<file path="config.mk">
export PLATFORM = sky130hd
export DESIGN_NAME = cpu_fetch_unit_flat
export DESIGN_NICKNAME = d
export VERILOG_FILES = /design/src/rtl/cpu_pkg.sv /design/src/rtl/cpu_fetch_unit_if.sv /design/src/rtl/ras_stack.sv /design/src/rtl/cpu_fetch_unit.sv /design/src/flat_wrapper.sv
export SDC_FILE = /design/constraint.sdc
export NUM_CORES = 1
export LEC_CHECK = 0
export CORE_MARGIN = 2
export CORE_UTILIZATION = 50
export DETAILED_ROUTE_END_ITERATION = 12
export PLACE_DENSITY = 0.75
export SLEW_MARGIN = 20
export SYNTH_ARGS = -nofsm -noshare
export SYNTH_HDL_FRONTEND = slang
export SYNTH_SLANG_ARGS = --single-unit
</file>
<file path="constraint.sdc">
create_clock -name clk -period 3.9 [get_ports clk]
set_input_delay 0.78 -clock clk [delete_from_list [all_inputs] [get_ports clk]]
set_output_delay 0.78 -clock clk [all_outputs]
set_load 0.01 [all_outputs]
</file>
<file path="src/rtl/cpu_pkg.sv">
// cpu_pkg: shared definitions for the instruction-fetch front end.
//   fetch_state_t : fetch FSM states (IDLE, FETCH)
//   pc_sel_t      : encoded PC-update source, one per cycle
//   pc_select()   : priority encoder ret > call > jump > branch > inc
package cpu_pkg;

   typedef enum logic [0:0] {
      FS_IDLE  = 1'b0,
      FS_FETCH = 1'b1
   } fetch_state_t;

   typedef enum logic [2:0] {
      PCS_HOLD   = 3'd0,
      PCS_INC    = 3'd1,
      PCS_BRANCH = 3'd2,
      PCS_JUMP   = 3'd3,
      PCS_CALL   = 3'd4,
      PCS_RET    = 3'd5
   } pc_sel_t;

   function automatic pc_sel_t pc_select(input logic ret, input logic call,
                                         input logic jump, input logic branch,
                                         input logic inc);
      if (ret)         return PCS_RET;
      else if (call)   return PCS_CALL;
      else if (jump)   return PCS_JUMP;
      else if (branch) return PCS_BRANCH;
      else if (inc)    return PCS_INC;
      else             return PCS_HOLD;
   endfunction

endpackage

</file>
<file path="src/rtl/cpu_fetch_unit_if.sv">
// cpu_fetch_unit_if: instruction-memory bus between the fetch unit and memory.
//   mem_req   : fetch request (fetch unit -> memory)
//   Address   : memory address (fetch unit -> memory)
//   mem_ack   : read data valid this cycle (memory -> fetch unit)
//   mem_rdata : instruction word (memory -> fetch unit)
interface cpu_fetch_unit_if #(
   parameter int DW = 16
);
   logic          mem_req;
   logic [DW-1:0] Address;
   logic          mem_ack;
   logic [DW-1:0] mem_rdata;

   modport master (output mem_req, output Address, input mem_ack, input mem_rdata);
   modport slave  (input mem_req, input Address, output mem_ack, output mem_rdata);
endinterface

</file>
<file path="src/rtl/ras_stack.sv">
// ras_stack: return-address LIFO.
//   clk, reset : clock, asynchronous active-high reset (pointer only)
//   push, pop  : push din / pop top; ignored when full / empty respectively
//   din        : value to push
//   top        : most recently pushed entry (0 when empty)
//   full,empty : occupancy status
module ras_stack #(
   parameter int DW    = 16,
   parameter int DEPTH = 4
) (
   input  logic          clk,
   input  logic          reset,
   input  logic          push,
   input  logic          pop,
   input  logic [DW-1:0] din,
   output logic [DW-1:0] top,
   output logic          full,
   output logic          empty
);
   localparam int PW = $clog2(DEPTH + 1);

   logic [DW-1:0] mem [DEPTH];
   logic [PW-1:0] ptr;

   assign empty = (ptr == '0);
   assign full  = (ptr == PW'(DEPTH));

   always_ff @(posedge clk or posedge reset) begin
      if (reset) begin
         ptr <= '0;
      end else if (push && !full) begin
         ptr <= ptr + PW'(1);
      end else if (pop && !empty) begin
         ptr <= ptr - PW'(1);
      end
   end

   // Entry storage is not reset: the pointer alone defines what is valid.
   always_ff @(posedge clk) begin
      for (int i = 0; i < DEPTH; i++) begin
         if (push && !full && ptr == PW'(i)) mem[i] <= din;
      end
   end

   // Compare-based read keeps the index width independent of DEPTH.
   always_comb begin
      top = '0;
      for (int i = 0; i < DEPTH; i++) begin
         if (ptr == PW'(i + 1)) top = mem[i];
      end
   end
endmodule

</file>
<file path="src/rtl/cpu_fetch_unit.sv">
// cpu_fetch_unit: program counter, instruction register and fetch FSM with a
// return-address stack.
//   clk, reset   : clock, asynchronous active-high reset
//   bus          : instruction-memory bus (mem_req/Address out, mem_ack/mem_rdata in)
//   fetch_start  : start a fetch at the (possibly just updated) PC
//   flush        : abort an in-progress fetch; wins over mem_ack
//   ret/call/jump_take/branch_take/pc_inc : PC controls, sampled in IDLE only
//   jump_target  : absolute target for jump and call
//   adr_sel      : in IDLE, put reg_addr (1) or PC (0) on Address
//   reg_addr     : data address from the datapath
//   pc_out, ir_out, ir_valid : PC, IR, one-cycle IR-loaded pulse
//   ras_full, ras_empty, ras_err : stack status, sticky over/underflow
module cpu_fetch_unit
   import cpu_pkg::*;
#(
   parameter int            DW        = 16,
   parameter int            OFS_W     = 8,
   parameter int            RAS_DEPTH = 4,
   parameter logic [DW-1:0] RESET_PC  = '0
) (
   input  logic                 clk,
   input  logic                 reset,
   cpu_fetch_unit_if.master     bus,
   input  logic                 fetch_start,
   input  logic                 flush,
   input  logic                 branch_take,
   input  logic                 jump_take,
   input  logic                 call,
   input  logic                 ret,
   input  logic                 pc_inc,
   input  logic [DW-1:0]        jump_target,
   input  logic                 adr_sel,
   input  logic [DW-1:0]        reg_addr,
   output logic [DW-1:0]        pc_out,
   output logic [DW-1:0]        ir_out,
   output logic                 ir_valid,
   output logic                 ras_full,
   output logic                 ras_empty,
   output logic                 ras_err
);
   localparam logic [0:0] IDLE  = FS_IDLE;
   localparam logic [0:0] FETCH = FS_FETCH;

   logic [0:0]    state;
   logic [DW-1:0] pc;
   logic [DW-1:0] ir;
   logic [DW-1:0] pc_next;
   logic [DW-1:0] ras_top;
   logic          ras_push;
   logic          ras_pop;
   logic          err_set;
   logic          in_idle;
   pc_sel_t       sel;

   function automatic logic [DW-1:0] branch_offset(input logic [OFS_W-1:0] field);
      logic signed [OFS_W-1:0] ofs;
      logic signed [DW-1:0]    ext;
      ofs = field;
      ext = DW'(ofs);
      return ext;
   endfunction

   assign in_idle = (state == IDLE);
   assign sel     = pc_select(ret, call, jump_take, branch_take, pc_inc);

   ras_stack #(.DW(DW), .DEPTH(RAS_DEPTH)) u_ras (
      .clk   (clk),
      .reset (reset),
      .push  (ras_push),
      .pop   (ras_pop),
      .din   (pc),
      .top   (ras_top),
      .full  (ras_full),
      .empty (ras_empty)
   );

   // Single next-PC source per cycle; stack side effects follow the same selection.
   always_comb begin
      pc_next  = pc;
      ras_push = 1'b0;
      ras_pop  = 1'b0;
      err_set  = 1'b0;
      if (in_idle) begin
         case (sel)
            PCS_RET: begin
               if (!ras_empty) begin
                  pc_next = ras_top;
                  ras_pop = 1'b1;
               end else begin
                  err_set = 1'b1;
               end
            end
            PCS_CALL: begin
               pc_next = jump_target;
               if (!ras_full) ras_push = 1'b1;
               else           err_set  = 1'b1;
            end
            PCS_JUMP:   pc_next = jump_target;
            PCS_BRANCH: pc_next = pc + branch_offset(ir[OFS_W-1:0]);
            PCS_INC:    pc_next = pc + DW'(1);
            default:    pc_next = pc;
         endcase
      end else if (!flush && bus.mem_ack) begin
         pc_next = pc + DW'(1);
      end
   end

   always_ff @(posedge clk or posedge reset) begin
      if (reset) begin
         state    <= IDLE;
         pc       <= RESET_PC;
         ir       <= '0;
         ir_valid <= 1'b0;
         ras_err  <= 1'b0;
      end else begin
         pc       <= pc_next;
         ir_valid <= 1'b0;
         if (err_set) ras_err <= 1'b1;
         case (state)
            IDLE: begin
               if (fetch_start && !flush) state <= FETCH;
            end
            default: begin
               if (flush) begin
                  state <= IDLE;
               end else if (bus.mem_ack) begin
                  ir       <= bus.mem_rdata;
                  ir_valid <= 1'b1;
                  state    <= IDLE;
               end
            end
         endcase
      end
   end

   assign bus.mem_req = (state == FETCH);
   // In FETCH the address is pinned to PC regardless of adr_sel.
   assign bus.Address = (state == FETCH || !adr_sel) ? pc : reg_addr;
   assign pc_out      = pc;
   assign ir_out      = ir;
endmodule

</file>
<file path="src/flat_wrapper.sv">
// flat-port wrapper written by rule: the top's interface ports become plain ports
module cpu_fetch_unit_flat import cpu_pkg::*;
#(
   parameter int            DW        = 16,
   parameter int            OFS_W     = 8,
   parameter int            RAS_DEPTH = 4,
   parameter logic [DW-1:0] RESET_PC  = '0
)
  (clk, reset, fetch_start, flush, branch_take, jump_take, call, ret, pc_inc, jump_target, adr_sel, reg_addr, pc_out, ir_out, ir_valid, ras_full, ras_empty, ras_err, bus_mem_req, bus_Address, bus_mem_ack, bus_mem_rdata);
  cpu_fetch_unit_if #(.DW(DW)) bus_i ();
  input  logic clk;
  input  logic reset;
  input  logic fetch_start;
  input  logic flush;
  input  logic branch_take;
  input  logic jump_take;
  input  logic call;
  input  logic ret;
  input  logic pc_inc;
  input  logic [DW-1:0] jump_target;
  input  logic adr_sel;
  input  logic [DW-1:0] reg_addr;
  output logic [DW-1:0] pc_out;
  output logic [DW-1:0] ir_out;
  output logic ir_valid;
  output logic ras_full;
  output logic ras_empty;
  output logic ras_err;
  output wire logic [$bits(bus_i.mem_req)-1:0] bus_mem_req;
  output wire logic [$bits(bus_i.Address)-1:0] bus_Address;
  input wire logic [$bits(bus_i.mem_ack)-1:0] bus_mem_ack;
  input wire logic [$bits(bus_i.mem_rdata)-1:0] bus_mem_rdata;
  assign bus_mem_req = bus_i.mem_req;
  assign bus_Address = bus_i.Address;
  assign bus_i.mem_ack = bus_mem_ack;
  assign bus_i.mem_rdata = bus_mem_rdata;
  cpu_fetch_unit #(.DW(DW), .OFS_W(OFS_W), .RAS_DEPTH(RAS_DEPTH), .RESET_PC(RESET_PC)) u_core (.clk(clk), .reset(reset), .bus(bus_i), .fetch_start(fetch_start), .flush(flush), .branch_take(branch_take), .jump_take(jump_take), .call(call), .ret(ret), .pc_inc(pc_inc), .jump_target(jump_target), .adr_sel(adr_sel), .reg_addr(reg_addr), .pc_out(pc_out), .ir_out(ir_out), .ir_valid(ir_valid), .ras_full(ras_full), .ras_empty(ras_empty), .ras_err(ras_err));
endmodule
</file>
==> flow_summary.yaml <==
run_status:
  status: "completed"
power_and_ir_drop:
  p_leak_nw: 2.91
  power_frac_comb_pct: 46.6
  p_switching_mw: 2.18
  ir_drop_v: 0.000315
  powerDensity_nw_per_um2: 686
  clkPwrFrac_pct: 17.7
  cellInternalPower_mw: 3.00
  seqPwrFrac_pct: 35.7
  switching_share_pct: 42.1
drt:
  final_antenna_net_count: 0
  drc: 0
  drt-vias-per-instance: 6.31
  vias: 5425
  routedWlPerCell_microns: 20.6
  drt_iter0_drc: 576
  dr.pass1.iters: 5
  drt_wl_total_mm: 17.7
finish:
  fin_util_pct: 65.2
  drive_gt1_share_pct: 8.79
  most-common-layout-cells: "clkdlybuf4s50_1 (111), nand2_1 (106), edfxtp_1 (64)"
  layout_commonest_cell: "clkdlybuf4s50_1"
  register_area_sq_um: 2870
  multiInputGateArea_sq_um: 2890
  fillers: 934
  diodes: 0
  area_growth_pct: 26.0
  final_nets: 794
worst_setup_path:
  start_kind: "input pin"
  critical_path_arrival_ps: 2470
  cp.required_ps: 3120
  critical_path_class: "in -> out"
  endpoint_kind: "output port"
  critPathMaxFanout: 19
timing:
  skew_ps: 7.52
  slew_violations: 0
  tightest_slew_ps: 796
  hold_viol: 0
  final.setup.tns_ps: 0
  period_needed_ps: 3250
  finalCritPeriodShare_pct: 83.2
  max_slew_margin_pct: 46.9
  setup_violations: 0
  rsz0062_at_grt: "no"
  fmax_ghz: 0.308
min_path:
  hold_class: "reg -> reg"
grt:
  grt_max_degree: 39
  grt_pass1_vias: 5407
  grt_overflow: 0
  groute.usage.overall_pct: 28.5
  grt_pass1_wl_mm: 28.3
  grt_antenna_before_repair: 0
placed_design:
  hpwl_mm: 12.7
  place.gp.congestion: 0.929
  portBuffers: 111
clock_network:
  clock_sinks: 102
  clock_latency_ps: 360
  clk_pin_slew_worst_paths_ps: 70
  post_cts_buffers: 0
  cts_hold_buf: 0
  cts_tree: "yes"
  cts_resized: 0
  cts_root_buf: "clkbuf_16"
  clock_path_buffers: 2
  numCtsBuffers: 9
  htreeDepth: 3
synth:
  synth.avg_cell_area_sq_um: 9.91
  ys_warn_count: 0
  synth_top_family_by_area: "compound AO/OA/AOI/OAI gates"
  ys_ff_latch: 102
  synth_compound_area_share_pct: 19.7
  synth_edf_count: 64
  synthSimpleGateAreaFrac_pct: 18.1
  synthXorXnorAreaFrac_pct: 2.63
  mappedNetlistNets: 686
  synth_cell_types: 71
  yosysTopAreaCell: "edfxtp_1"
  synth-async-reset-ratio_pct: 37.3
  synth_flop_cell: "edfxtp_1"
  synthAdderAreaFrac_pct: 4.93
  yosysSeqAreaShare_pct: 48.0
  syn_inst: 604
  synth_top_area_share_pct: 32.1
  syn_area_sq_um: 5980
  synth_area_leaders: "edfxtp_1 (32%), dfrtp_1 (16%), nand2_1 (6.6%)"
  synthMuxAreaShare_pct: 2.95
job:
  cap_violations: 0
floorplan:
  rows: 39
  initial_core_util_pct: 51.7
  die-area_sq_um: 12900
  die_x_microns: 113
  io_pins: 112
  core_sq_um: 11600
  die_h_microns: 113
per-stage QoR:
step	power [mW]	hold slack [ps]	cells	setup WS, ps	area (sq um)
CTS	5.15	476	860	644	7540
finish	5.18	470	860	655	7540
global placement	4.15	456	844	660	7240
detailed placement	4.23	458	844	637	7240
global route	5.49	511	860	574	7540
floorplan	3.21	512	604	1200	5980
power by group through the flow:
stage | clock (mW) | combinational (mW) | sequential (mW)
CTS | 0.922 | 2.39 | 1.84
global route | 0.961 | 2.64 | 1.89
detailed placement | 0 | 2.37 | 1.86
finish | 0.917 | 2.41 | 1.85
global placement | 0 | 2.31 | 1.84
floorplan | 0 | 1.45 | 1.76
cell type report:
type                            instances  area share (%)
Multi-Input combinational cell        455            38.3
Sequential cell                       102            38.1
Timing Repair Buffer                  128            16.4
Clock buffer                            9            2.99
Tap cell                              143            2.37
Clock inverter                          7           0.979
Inverter                               16           0.796
metal layers:
layer / up-vias / GRT usage [%] / share of wire (%)
li1: 2466 / - / -
met1: 2566 / 37.4 / 40
met2: 335 / 46.6 / 48
met3: 58 / 4.68 / 8.9
met4: 0 / 13.3 / 3.5
met5: - / 0 / 0
worst max-delay path, cell delays in order:
cell	delay (ps)
clkdlybuf4s50_1	440
nor2b_1	120
buf_4	260
mux2_2	360
clkdlybuf4s50_1	490
cell usage after synthesis, types with 5 or more instances:
cell	n
nand3_1	15
o21ai_0	57
ha_1	22
a221oi_1	17
nand3b_1	8
edfxtp_1	64
inv_1	15
a21oi_1	39
or3_1	5
nand4_1	5
xnor2_1	12
nor2_1	29
mux2_2	13
xor2_1	6
o211ai_1	5
nor3_1	6
a21o_1	8
a31oi_1	6
a22oi_1	5
o31ai_1	5
nand2_1	106
dfrtp_1	38
clkbuf_1	20
a211oi_1	6
nand2b_1	8
sequential cells by signal, indices dropped and copies added, names as in the netlist:
name / count
u_core.bus.mem_req: 1
u_core.ir_out: 16
u_core.ir_valid: 1
u_core.pc_out: 16
u_core.ras_err: 1
u_core.u_ras.mem: 64
u_core.u_ras.ptr: 3
kinds of logic (layout without fill, tap and decap cells):
logic type	after synthesis	in the layout
flops	102	102
compound gates	181	181
buf+inv	47	160
simple gates	217	217
mux	16	16
fa+ha+maj	23	23
xor+xnor	18	18
final timing paths:
kind                             startpoint                 to  slack, ps  depth (start not counted)
max                                 adr_sel     bus_Address[3]        650                          5
min                          u_core.ras_err     u_core.ras_err        470                          1
max reg2reg                u_core.pc_out[0]  u_core.pc_out[14]        890                          9
min reg2reg                  u_core.ras_err     u_core.ras_err        470                          1
max in group asynchronous             reset   u_core.pc_out[2]       2670                          3
min in group asynchronous             reset  u_core.ir_out[13]        860                          3
No activity file was read; power rests on OpenSTA's default activity.
